--- config.mk ---
export PLATFORM = sky130hd
export DESIGN_NAME = mic1_uart_loader
export DESIGN_NICKNAME = d
export VERILOG_FILES = /design/src/rtl/mic1_loader_pkg.sv /design/src/rtl/mic1_uart_rx.sv /design/src/rtl/mic1_uart_loader.sv
export SDC_FILE = /design/constraint.sdc
export NUM_CORES = 1
export LEC_CHECK = 0
export BUFFER_PORTS_ARGS = -buffer_cell sky130_fd_sc_hd__buf_2
export CORE_ASPECT_RATIO = 1.1
export CORE_MARGIN = 1.5
export CORE_UTILIZATION = 40
export DETAILED_ROUTE_END_ITERATION = 7
export GPL_TIMING_DRIVEN = 1
export PLACE_DENSITY = 0.55
export SYNTH_ARGS = -nofsm -noshare
export SYNTH_HDL_FRONTEND = slang
export SYNTH_HIERARCHICAL = 1
export SYNTH_SLANG_ARGS = --single-unit
export TNS_END_PERCENT = 100
--- constraint.sdc ---
create_clock -name clk -period 2.8 [get_ports clk]
set_input_delay 0.56 -clock clk [delete_from_list [all_inputs] [get_ports clk]]
set_output_delay 0.56 -clock clk [all_outputs]
set_load 0.1 [all_outputs]
--- src/rtl/mic1_loader_pkg.sv ---
// Shared types and helpers for the MIC-1 UART boot loader.
// MIC1_LOADER_CHECKSUM_EN adds the trailing checksum state.
package mic1_loader_pkg;

  localparam logic [7:0] SYNC_BYTE = 8'hA5;

  typedef enum logic [2:0] {
    S_IDLE,
    S_CNT_HI,
    S_CNT_LO,
    S_DATA_HI,
`ifdef MIC1_LOADER_CHECKSUM_EN
    S_DATA_LO,
    S_CKSUM
`else
    S_DATA_LO
`endif
  } loader_state_t;

  typedef enum logic [1:0] {
    RX_IDLE,
    RX_START,
    RX_DATA,
    RX_STOP
  } rx_state_t;

  function automatic int clks_per_bit(input int clk_hz, input int baud);
    return clk_hz / baud;
  endfunction

endpackage

--- src/rtl/mic1_uart_rx.sv ---
// 8N1 UART receiver: 2-flop synchronizer, mid-bit sampling, LSB first.
// byte_valid / frame_err are single-cycle strobes at the stop-bit sample.
module mic1_uart_rx
  import mic1_loader_pkg::*;
#(
  parameter int CLKS_PER_BIT = 104
) (
  input  logic       clk,
  input  logic       rst,
  input  logic       rx,
  output logic [7:0] byte_data,
  output logic       byte_valid,
  output logic       frame_err
);

  localparam logic [15:0] FULL = 16'(CLKS_PER_BIT - 1);
  localparam logic [15:0] HALF = 16'(CLKS_PER_BIT / 2 - 1);

  rx_state_t   state_q, state_d;
  logic [1:0]  sync_q;
  logic        prev_q;
  logic [15:0] cnt_q, cnt_d;
  logic [2:0]  bit_q, bit_d;
  logic [7:0]  shift_q, shift_d;
  logic        rx_s;

  assign rx_s = sync_q[1];

  always_ff @(posedge clk) begin
    if (rst) begin
      state_q <= RX_IDLE;
      sync_q  <= 2'b11;
      prev_q  <= 1'b1;
      cnt_q   <= '0;
      bit_q   <= '0;
      shift_q <= '0;
    end else begin
      state_q <= state_d;
      sync_q  <= {sync_q[0], rx};
      prev_q  <= rx_s;
      cnt_q   <= cnt_d;
      bit_q   <= bit_d;
      shift_q <= shift_d;
    end
  end

  always_comb begin
    state_d = state_q;
    cnt_d   = cnt_q;
    bit_d   = bit_q;
    shift_d = shift_q;
    unique case (state_q)
      RX_IDLE: begin
        if (prev_q && !rx_s) begin
          state_d = RX_START;
          cnt_d   = '0;
        end
      end
      RX_START: begin
        if (cnt_q == HALF) begin
          // a start bit that is high again at mid-bit is a glitch
          state_d = rx_s ? RX_IDLE : RX_DATA;
          cnt_d   = '0;
          bit_d   = '0;
        end else begin
          cnt_d = cnt_q + 16'd1;
        end
      end
      RX_DATA: begin
        if (cnt_q == FULL) begin
          cnt_d   = '0;
          shift_d = {rx_s, shift_q[7:1]};
          bit_d   = bit_q + 3'd1;
          if (bit_q == 3'd7) state_d = RX_STOP;
        end else begin
          cnt_d = cnt_q + 16'd1;
        end
      end
      RX_STOP: begin
        if (cnt_q == FULL) state_d = RX_IDLE;
        else cnt_d = cnt_q + 16'd1;
      end
      default: state_d = RX_IDLE;
    endcase
  end

  assign byte_data  = shift_q;
  assign byte_valid = (state_q == RX_STOP) && (cnt_q == FULL) && rx_s;
  assign frame_err  = (state_q == RX_STOP) && (cnt_q == FULL) && !rx_s;

endmodule

--- src/rtl/mic1_uart_loader.sv ---
// UART boot loader: A5, CNT_HI, CNT_LO, N words (hi first) [, CKSUM].
// Trailing XOR checksum is enabled by MIC1_LOADER_CHECKSUM_EN.
module mic1_uart_loader
  import mic1_loader_pkg::*;
#(
  parameter int CLK_HZ = 12000000,
  parameter int BAUD   = 115200,
  parameter int ADDR_W = 12,
  parameter int DATA_W = 16
) (
  input  logic              clk,
  input  logic              rst,
  input  logic              rx,
  output logic              mem_we,
  output logic [ADDR_W-1:0] mem_addr,
  output logic [DATA_W-1:0] mem_wdata,
  output logic              cpu_hold,
  output logic              busy,
  output logic              load_done,
  output logic              load_err
);

  localparam int          CPB   = clks_per_bit(CLK_HZ, BAUD);
  localparam logic [16:0] MAX_N = 17'(1) << ADDR_W;

  logic [7:0] byte_data;
  logic       byte_valid;
  logic       frame_err;

  mic1_uart_rx #(
    .CLKS_PER_BIT(CPB)
  ) u_rx (
    .clk       (clk),
    .rst       (rst),
    .rx        (rx),
    .byte_data (byte_data),
    .byte_valid(byte_valid),
    .frame_err (frame_err)
  );

  loader_state_t     state_q, state_d;
  logic [ADDR_W-1:0] idx_q, idx_d;
  logic [15:0]       rem_q, rem_d;
  logic [7:0]        hi_q, hi_d;
  logic              we_q, we_d;
  logic [ADDR_W-1:0] addr_q, addr_d;
  logic [DATA_W-1:0] wdata_q, wdata_d;
  logic              busy_q, busy_d;
  logic              hold_q, hold_d;
  logic              done_q, done_d;
  logic              err_q, err_d;
  logic              last, ok, fail;
  logic [15:0]       n;
`ifdef MIC1_LOADER_CHECKSUM_EN
  logic [7:0]        cksum_q, cksum_d;
`endif

  always_ff @(posedge clk) begin
    if (rst) begin
      state_q <= S_IDLE;
      idx_q   <= '0;
      rem_q   <= '0;
      hi_q    <= '0;
      we_q    <= 1'b0;
      addr_q  <= '0;
      wdata_q <= '0;
      busy_q  <= 1'b0;
      hold_q  <= 1'b0;
      done_q  <= 1'b0;
      err_q   <= 1'b0;
`ifdef MIC1_LOADER_CHECKSUM_EN
      cksum_q <= '0;
`endif
    end else begin
      state_q <= state_d;
      idx_q   <= idx_d;
      rem_q   <= rem_d;
      hi_q    <= hi_d;
      we_q    <= we_d;
      addr_q  <= addr_d;
      wdata_q <= wdata_d;
      busy_q  <= busy_d;
      hold_q  <= hold_d;
      done_q  <= done_d;
      err_q   <= err_d;
`ifdef MIC1_LOADER_CHECKSUM_EN
      cksum_q <= cksum_d;
`endif
    end
  end

  always_comb begin
    state_d = state_q;
    idx_d   = idx_q;
    rem_d   = rem_q;
    hi_d    = hi_q;
    we_d    = 1'b0;
    addr_d  = addr_q;
    wdata_d = wdata_q;
    busy_d  = busy_q;
    done_d  = done_q;
    err_d   = err_q;
    last    = 1'b0;
    ok      = 1'b0;
    fail    = 1'b0;
    n       = {hi_q, byte_data};
`ifdef MIC1_LOADER_CHECKSUM_EN
    cksum_d = cksum_q;
    if (byte_valid) begin
      if (state_q == S_IDLE) cksum_d = '0;
      else if (state_q != S_CKSUM) cksum_d = cksum_q ^ byte_data;
    end
`endif
    if (frame_err && state_q != S_IDLE) begin
      fail = 1'b1;
    end else if (byte_valid) begin
      unique case (state_q)
        S_IDLE: begin
          if (byte_data == SYNC_BYTE) begin
            state_d = S_CNT_HI;
            busy_d  = 1'b1;
            done_d  = 1'b0;
            err_d   = 1'b0;
            idx_d   = '0;
          end
        end
        S_CNT_HI: begin
          hi_d    = byte_data;
          state_d = S_CNT_LO;
        end
        S_CNT_LO: begin
          rem_d = n;
          if (n == 16'd0) last = 1'b1;
          else if ({1'b0, n} > MAX_N) fail = 1'b1;
          else state_d = S_DATA_HI;
        end
        S_DATA_HI: begin
          hi_d    = byte_data;
          state_d = S_DATA_LO;
        end
        S_DATA_LO: begin
          we_d    = 1'b1;
          addr_d  = idx_q;
          wdata_d = {hi_q, byte_data};
          idx_d   = idx_q + 1'b1;
          rem_d   = rem_q - 16'd1;
          if (rem_q == 16'd1) last = 1'b1;
          else state_d = S_DATA_HI;
        end
`ifdef MIC1_LOADER_CHECKSUM_EN
        S_CKSUM: begin
          if (byte_data == cksum_q) ok = 1'b1;
          else fail = 1'b1;
        end
`endif
        default: state_d = S_IDLE;
      endcase
    end
`ifdef MIC1_LOADER_CHECKSUM_EN
    if (last) state_d = S_CKSUM;
`else
    if (last) ok = 1'b1;
`endif
    if (ok) begin
      state_d = S_IDLE;
      busy_d  = 1'b0;
      done_d  = 1'b1;
    end
    if (fail) begin
      state_d = S_IDLE;
      busy_d  = 1'b0;
      err_d   = 1'b1;
    end
    // hold outlives busy by one cycle so the CPU leaves reset last
    hold_d = busy_d | busy_q;
  end

  assign mem_we    = we_q;
  assign mem_addr  = addr_q;
  assign mem_wdata = wdata_q;
  assign cpu_hold  = hold_q;
  assign busy      = busy_q;
  assign load_done = done_q;
  assign load_err  = err_q;

endmodule

**Word level (Yosys, flattened, before mapping)**

Cells that the tools add are included.

- Memory bits (writable): 0
- Memories kept: 0
- Output and inout bits: 33
- ROM bits: 0
- Logic and storage cells: 129
- Latch bits: 0
- Register bits: 104
- Input port bits: 3

- Reduce and logical (&&, ||, !) cells: 33
- Add/subtract/negate cells: 4
- $lt $le $gt $ge: 1
- Muxes and demuxes: 47
- Bitwise operators: 3
- $mul: 0
- Div/mod/pow operators: 0
- Equality and inequality tests: 24
- Shift-type cells: 0

Operators by type and width:

| cell | count |
|---|---|
| $mux 16 | 4 |
| $pmux 16 s4 | 1 |
| $pmux 16 s2 | 1 |
| $pmux 12 s2 | 1 |
| $mux 1 | 23 |
| $mux 3 | 6 |
| $reduce_bool 2->1 | 9 |
| $add 16x1->16 const B | 1 |
| $eq 16x1->1 const B | 1 |
| $eq 16x6->1 const B | 1 |
| $eq 16x7->1 const B | 1 |
| $gt 16x13->1 const B | 1 |
| $logic_not 16->1 | 1 |
| $sub 16x1->16 const B | 1 |
| $pmux 3 s5 | 1 |
| $ne 2x2->1 const B | 7 |
| $add 12x1->12 const B | 1 |
| $mux 12 | 1 |
| $mux 2 | 6 |
| $reduce_and 3->1 | 4 |
| $reduce_and 4->1 | 3 |
| $ne 2x1->1 const B | 5 |
| $eq 8x8->1 const B | 1 |
| $pmux 2 s4 | 1 |
| 20 further kinds | 30 |

**Depth between registers and ports, before layout**

Gate-level depths: netlist (run 1).

- Depth in word-level cells: 9
- Mapped depth: 13
- Gate-level depth less buffers: 10

**Hierarchy**

The synthesis (run 1) kept the hierarchy.

By module, submodules not included:

| module | times used | cells an instance | sequential area each (sq um) | area an instance (sq um) |
|---|---|---|---|---|
| mic1_uart_loader | 1 | 420 | 1441.4 | 3194.3 |
| mic1_uart_rx | 1 | 177 | 640.6 | 1611.5 |

**Worst setup path after synthesis (run 1)**

OpenSTA, ideal clock, no wires.

- Kind: register to register
- Start point: register u_rx.cnt_q[0]
- End point: register rem_q[0]
- Path buffers: 3
- Setup time: 0.132 ns
- Path slack: -0.006 ns
- Data required time: 2.668 ns
- Arrival: 2.674 ns
- Cell stages (with the launch flop): 14
- Period minus slack after synthesis: 2.806 ns
- Cells stage by stage: dfxtp_1 > ha_1 > nor4b_4 > nand4_1 > buf_4 > nor3_1 > nor2_1 > and3_1 > clkbuf_1 > nand2_1 > clkbuf_1 > nor2_1 > a21oi_1 > a21oi_1

- Word-level cells in the longest chain between the ends: 6
- Elaborated cells between the ends (all ways): 7
- Those cells by class: eq/ne: 1; bitwise: 1; reduce/logical: 5

RTL lines:

| what | line | source |
|---|---|---|
| start, declared | mic1_uart_rx.sv:22 | `logic [15:0] cnt_q, cnt_d;` |
| start signal, assigned | mic1_uart_rx.sv:41 | `cnt_q <= cnt_d;` |
| $eq 16x7->1 | mic1_uart_rx.sv:89 | `assign frame_err = (state_q == RX_STOP) && (cnt_q == FULL) && !rx_s;` |
| $logic_and 1x1->1 (2 in a row) | mic1_uart_rx.sv:89 |  |
| via frame_err | mic1_uart_loader.sv:28 | `logic frame_err;` |
| $logic_and 1x1->1 | mic1_uart_loader.sv:114 | `if (frame_err && state_q != S_IDLE) begin` |
| $not 1->1 (no line) | - |  |
| $reduce_and 3->1 (no line) | - |  |
| end signal, assigned | mic1_uart_loader.sv:77 | `rem_q <= rem_d;` |
| end, declared | mic1_uart_loader.sv:43 | `logic [15:0] rem_q, rem_d;` |

The timed path passes the listed nets, and every way through them passes these cells.
A chain may end at the register's enable or synchronous reset.

==> results of run 1 <==
through the flow:
step / setup slack, ps / area, sq um / hold slack [ps]
5_1_grt: 28.8 / 5540 / 394
3_3_place_gp: 322 / 5230 / 393
2_1_floorplan: 90.4 / 4810 / 389
6_report: 217 / 5540 / 404
4_1_cts: 217 / 5530 / 395
3_5_place_dp: 253 / 5230 / 404
cell type report:
type / instances / area share [%]
Multi-Input combinational cell: 454 / 46.8
Clock buffer: 10 / 4.13
Inverter: 7 / 0.474
Clock inverter: 6 / 1.24
Timing Repair Buffer: 59 / 6.41
Tap cell: 150 / 3.39
Sequential cell: 104 / 37.6
flip-flops by register name, indices dropped and copies added, names as in the netlist, 2 cells and up, named ones only:
register        cells
rem_q              16
u_rx/bit_q          3
u_rx/cnt_q         16
hi_q                8
idx_q              12
u_rx/sync_q         2
u_rx/byte_data      8
mem_addr           12
mem_wdata          16
state_q             3
critical path, stage by stage (launching register included):
cell	delay, ps
dfxtp_1	340
ha_1	170
nor4b_4	310
nand4_1	180
nor2_1	190
and2_1	160
a21boi_2	290
o21ai_0	200
or4_1	450
a41oi_1	220
report_power, final:
part	switching, mW	internal, mW
sequential	0.00940	1.48
combinational	0.0519	0.0205
clock	0.571	0.699
total	0.633	2.20
kinds of logic (layout without fill, tap and decap cells):
logic type | count (synthesis) | in the layout
AND/OR/NAND/NOR | 275 | 275
AO/OA/AOI/OAI | 146 | 146
flip-flops | 104 | 104
buffers and inverters | 39 | 82
XOR/XNOR | 18 | 18
multiplexers | 9 | 9
adder cells (fa/ha/maj) | 6 | 6
how the worst max path moves through the flow:
stage                        from          to  slack, ps  depth (start not counted)
floorplan           u_rx/cnt_q[0]    idx_q[0]         90                         11
global placement    u_rx/cnt_q[0]   idx_q[11]        320                         10
detailed placement  u_rx/cnt_q[0]    idx_q[5]        250                          9
CTS                 u_rx/cnt_q[0]    idx_q[5]        220                          9
global route        u_rx/cnt_q[0]    idx_q[7]         30                          9
finish              u_rx/cnt_q[0]  state_q[1]        220                          9
metal layers:
metal | global-route usage, % | vias to the layer above | wire, microns
met3 | 2.55 | 14 | 415
met1 | 26.3 | 2031 | 5790
met2 | 30.2 | 77 | 5360
met4 | 6.83 | 0 | 175
met5 | 0 | - | 0
li1 | - | 2184 | -
cells in the mapped netlist, types with 4 or more instances:
library cell / count / area [sq um]
mux2i_1: 9 / 90.1
or3_1: 8 / 50.1
xor2_1: 13 / 114
nor3b_1: 6 / 45.0
a22oi_1: 7 / 52.6
nand2_1: 107 / 402
ha_1: 6 / 75.1
clkbuf_1: 29 / 109
a41oi_1: 4 / 35.0
inv_1: 7 / 26.3
nand4_1: 10 / 62.6
nor2_1: 68 / 255
a31oi_1: 4 / 25.0
o21ai_0: 30 / 150
xnor2_1: 5 / 43.8
nand3_1: 15 / 75.1
o21a_1: 4 / 30.0
nor3_1: 14 / 70.1
a21oi_1: 67 / 335
nor4_1: 8 / 50.1
dfxtp_1: 104 / 2080
and3_1: 9 / 56.3
and4_1: 4 / 35.0
cells in the final DEF, fill, tap and decap left out, types with 5 or more instances in the layout:
cell	instances
nand2_1	107
dfxtp_1	104
nor2_1	68
a21oi_1	67
buf_2	35
o21ai_0	30
buf_4	24
nand3_1	15
xor2_1	13
nor3_1	13
nand4_1	10
and3_1	9
clkbuf_16	9
mux2i_1	9
nor4_1	8
or3_1	8
inv_1	7
a22oi_1	7
ha_1	6
nor3b_1	5
xnor2_1	5
==> reports/metrics.cfg, run 1 <==
[run_status]
status = complete, no violations

[drt]
viasPerCell = 5.45
wl_microns = 11700
vias = 4306
detail_route.wl_per_cell_microns = 14.9
drtPass1Iterations = 4
drc = 0
ant_nets = 0
dr.first_iter.drc_count = 200

[sta]
slew_headroom_pct = 57.0
slew_violations = 0
rsz0062_at_grt = no
max_freq_mhz = 387
finClkSkew_ps = 8.66
hold_viol = 0
setup_viol = 0
period_share_pct = 92.3
worst_slew_pin_slew_ps = 638
fin_crit_ps = 2580
fin_tns_setup_ps = 0

[worst_setup_path]
worstReg2RegEnd = state_q[1]
worstSetupEndpointType = flop
r2r-start = u_rx/cnt_q[0]
critPathRequiredTime_ps = 3070
r2r_cells = 9
arrival_ps = 2850
crit_type = flop to flop
ff2ff_setup_slack_ps = 220
startpoint_type = flop
cp_max_fo = 6

[synthesis]
synth_seq_cells = 104
synth-xor-area-share_pct = 3.28
synthSimpleGateAreaFrac_pct = 28.1
synth.avg_cell_area_sq_um = 8.05
syn_inst = 597
synth_top_family_by_area = simple AND/OR/NAND/NOR gates
synth_ff_type = dfxtp_1
synth_cell_types = 60
synth_fp_nets = 606
synth_edf_count = 0
ys_warn_count = 6
synth_compound_area_share_pct = 18.7
async_reset_ff_share_pct = 0
netlist_area_sq_um = 4810
ys_seq_area_share_pct = 43.3
synth_adder_area_share_pct = 1.56
muxShareOfSynthArea_pct = 1.87

[global_route]
first_global_vias = 4029
grt_usage_pct = 19.0
overflow = 0
grt_first_pass_wirelength_microns = 19700
grt_start_max_net_pins = 33
grt_antenna_before_repair = 0

[placed_design]
dpl.cell_count = 774
gp_congestion = 0.830
port_buffers = 35
post-dp-hpwl_microns = 8230

[clock_network]
cts_buffers = 9
root_buffer = clkbuf_16
cts_tree = built
path_clk_slew_ps = 70
worst_skew_pair.late_latency_ps = 350
cts_hold_buffers = 0
postCtsSetupBuffers = 0
htree_levels = 3
cts_num_sinks = 104
cts_max_path_buffers = 2
cts_resized = 0

[pwr]
power_density_nw_per_um2 = 512
irDropWorstVdd_v = 0.000269
power.leakage_nw = 2.05
total_power_mw = 2.84

[finish]
multi_input_area_sq_um = 2590
layout.nets = 644
drive_above_1_share_pct = 15.0
fillCellCount = 1184
fin_cells = 790
final_util_pct = 47.8
syn_to_final_growth_pct = 15.3
seq_area_sq_um = 2080
n_antenna_cell = 0

[die]
die-area_sq_um = 12700
die_w_microns = 108
dieHeight_microns = 118
ios = 36
initial_core_util_pct = 41.5
rows = 41
core-area_sq_um = 11600

[hold_path]
hold_class = primary input to flop
hp-start = rx
min_to = u_rx/sync_q[0]
whs_path_depth = 2

[run]
drv_cap = 0

Power figures use the tool's default switching activity.
==> run 2, diff against run 1 <==
- CORE_UTILIZATION: 40 -> 54
- PLACE_DENSITY: 0.55 -> 0.72
- REMOVE_ABC_BUFFERS: default -> 1
==> run 2 against run 1 <==
Via count grew 0.98%. Core utilization up 15 points. Total power down 13%. Global-route usage rose by 4.5 points. Sequential share of layout area increased by 1.5 points. Flip-flop and latch count stayed put. Combinational power about the same. Worst hold slack lost 28 ps. Cell area is 4.0% lower. Cell count decreased by 5.8%. Clock-buffer cell count unchanged. Critical endpoint unchanged. Largest power group unchanged.
==> reports/metrics.cfg, run 2 (synthesized netlist as in run 1, its figures left out) <==
[sta]
hold_slack_ps = 376  ; -28.1 ps
fin_tns_setup_ps = 0  ; unchanged
finClkSkew_ps = 14.9  ; +6.24 ps
slew_headroom_pct = 57.8  ; +0.80 points
max_freq_mhz = 391  ; +0.92%
setup_viol = 0  ; unchanged
hold_viol = 0  ; unchanged
period_share_pct = 91.4  ; -0.84 points
worst_slew_pin_slew_ps = 626  ; -11.9 ps
fin_crit_ps = 2560  ; -23.5 ps
slew_violations = 0  ; unchanged
worst_slack_ps = 240  ; +23.5 ps

[pwr]
power_density_nw_per_um2 = 462  ; -9.7%
irDropWorstVdd_v = 0.000308  ; +15%
total_power_mw = 2.46  ; -13%
power.leakage_nw = 1.95  ; -5.1%

[drt]
detail_route.wl_per_cell_microns = 14.7  ; -1.1%
ant_nets = 0  ; unchanged
drc = 0  ; unchanged
wl_microns = 10900  ; -6.8%
dr.first_iter.drc_count = 212  ; +6.0%
viasPerCell = 5.84  ; +7.2%
vias = 4348  ; +0.98%
drtPass1Iterations = 5  ; +1

[clock_network]
cts_tree = built
postCtsSetupBuffers = 0  ; unchanged
worst_skew_pair.late_latency_ps = 370  ; +20 ps
path_clk_slew_ps = 110  ; +40 ps
cts_num_sinks = 104  ; unchanged
htree_levels = 3  ; unchanged
cts_buffers = 9  ; unchanged
cts_max_path_buffers = 2  ; unchanged
root_buffer = clkbuf_8

[global_route]
grt_start_max_net_pins = 34  ; +3.0%
first_global_vias = 3906  ; -3.1%
grt_first_pass_wirelength_microns = 18100  ; -8.1%
grt_usage_pct = 23.5  ; +4.5 points
overflow = 0  ; unchanged
grt_antenna_before_repair = 0  ; unchanged

[placed_design]
gp_congestion = 0.852  ; +2.7%
pre_cts_ws_ps = 126  ; -128 ps
port_buffers = 35  ; unchanged
post-dp-hpwl_microns = 7610  ; -7.5%
dpl.cell_count = 728  ; -5.9%

[die]
rows = 35  ; -15%
die_w_microns = 93.0  ; -14%
dieHeight_microns = 102  ; -14%
ios = 36  ; unchanged
core-area_sq_um = 8500  ; -27%
initial_core_util_pct = 56.6  ; +15 points
die-area_sq_um = 9480  ; -25%

[finish]
final_common_cell = nand2_1
drive_above_1_share_pct = 13.9  ; -1.1 points
final_cell_mix = nand2_1, dfxtp_1, nor2_1
syn_to_final_growth_pct = 10.8
fillCellCount = 758  ; -36%
n_antenna_cell = 0  ; unchanged
fin_cells = 744  ; -5.8%
layout.nets = 637  ; -1.1%

[hold_path]
min_to = u_rx/sync_q[0]
hold_class = primary input to flop
whs_path_depth = 2  ; unchanged
hp-start = rx

[worst_setup_path]
arrival_ps = 2850  ; about the same
cp_max_fo = 6  ; unchanged
cp_cell_sequence = ha_1 -> nor4b_4 -> nand4_1 -> nor2_1 -> and2_1 -> a21boi_2 -> o21ai_0 -> or4_1 -> a41oi_1
critPathRequiredTime_ps = 3090  ; +20 ps
critical-path-slowest-cell = or4_1
max_stage_delay_ps = 420  ; -30 ps
r2r_cells = 9  ; unchanged
crit_type = flop to flop
startpoint_type = flop
worstSetupEndpointType = flop
ff2ff_setup_slack_ps = 240  ; +20 ps
r2r-start = u_rx/cnt_q[0]
worstReg2RegEnd = state_q[1]

[run_status]
status = complete, no violations

[run]
drv_cap = 0  ; unchanged

[run 2: critical path: cells and delay by family, from the launching register on]
kind            cells  cell delay (ps)
compound gates      3              730
fa+ha+maj           1              190
flops               1              360
simple gates        5             1220
[run 2: how the worst max path moves through the flow]
stage,endpoint,from,slack (ps)
2_1_floorplan,rem_q[0],u_rx/cnt_q[0],-420
3_3_place_gp,mem_wdata[9],u_rx/cnt_q[3],240
3_5_place_dp,mem_wdata[12],u_rx/cnt_q[0],130
4_1_cts,mem_wdata[12],u_rx/cnt_q[0],110
5_1_grt,state_q[1],u_rx/cnt_q[0],-50
6_report,state_q[1],u_rx/cnt_q[0],240
[run 2: cell type report]
| class | instances | area, sq um | area share [%] |
|---|---|---|---|
| Multi-Input combinational cell | 454 | 2590 | 48.6 |
| Sequential cell | 104 | 2080 | 39.1 |
| Timing Repair Buffer | 52 | 303 | 5.69 |
| Tap cell | 111 | 139 | 2.61 |
| Clock buffer | 10 | 128 | 2.40 |
| Clock inverter | 6 | 58.8 | 1.10 |
| Inverter | 7 | 26.3 | 0.494 |
[run 2: metal layers]
layer	global-route usage [%]	wire length, microns	vias to the layer above
li1	-	-	2174
met1	31.0	5010	2062
met2	39.1	5300	96
met3	3.65	478	16
met4	8.74	148	0
met5	0	0	-
[run 2: what timing repair did]
item,in CTS,in global routing
resized for setup,0,2
hold endpoints to repair,0,0
setup endpoints to repair,0,32
hold buffers,0,0
[run 2: report_power, final]
| part | switching [mW] | internal [mW] | leakage (nW) |
|---|---|---|---|
| sequential | 0.00905 | 1.48 | 0.838 |
| clock | 0.549 | 0.345 | 0.0911 |
| combinational | 0.0522 | 0.0206 | 1.02 |
| total | 0.610 | 1.85 | 1.95 |
[run 2: per-stage QoR]
step | util, % | instance area, sq um
4_1_cts | 62.5 | 5310
6_report | 62.7 | 5320
3_3_place_gp | 60.3 | 5130
3_5_place_dp | 60.3 | 5130
5_1_grt | 62.7 | 5320
2_1_floorplan | - | 4680
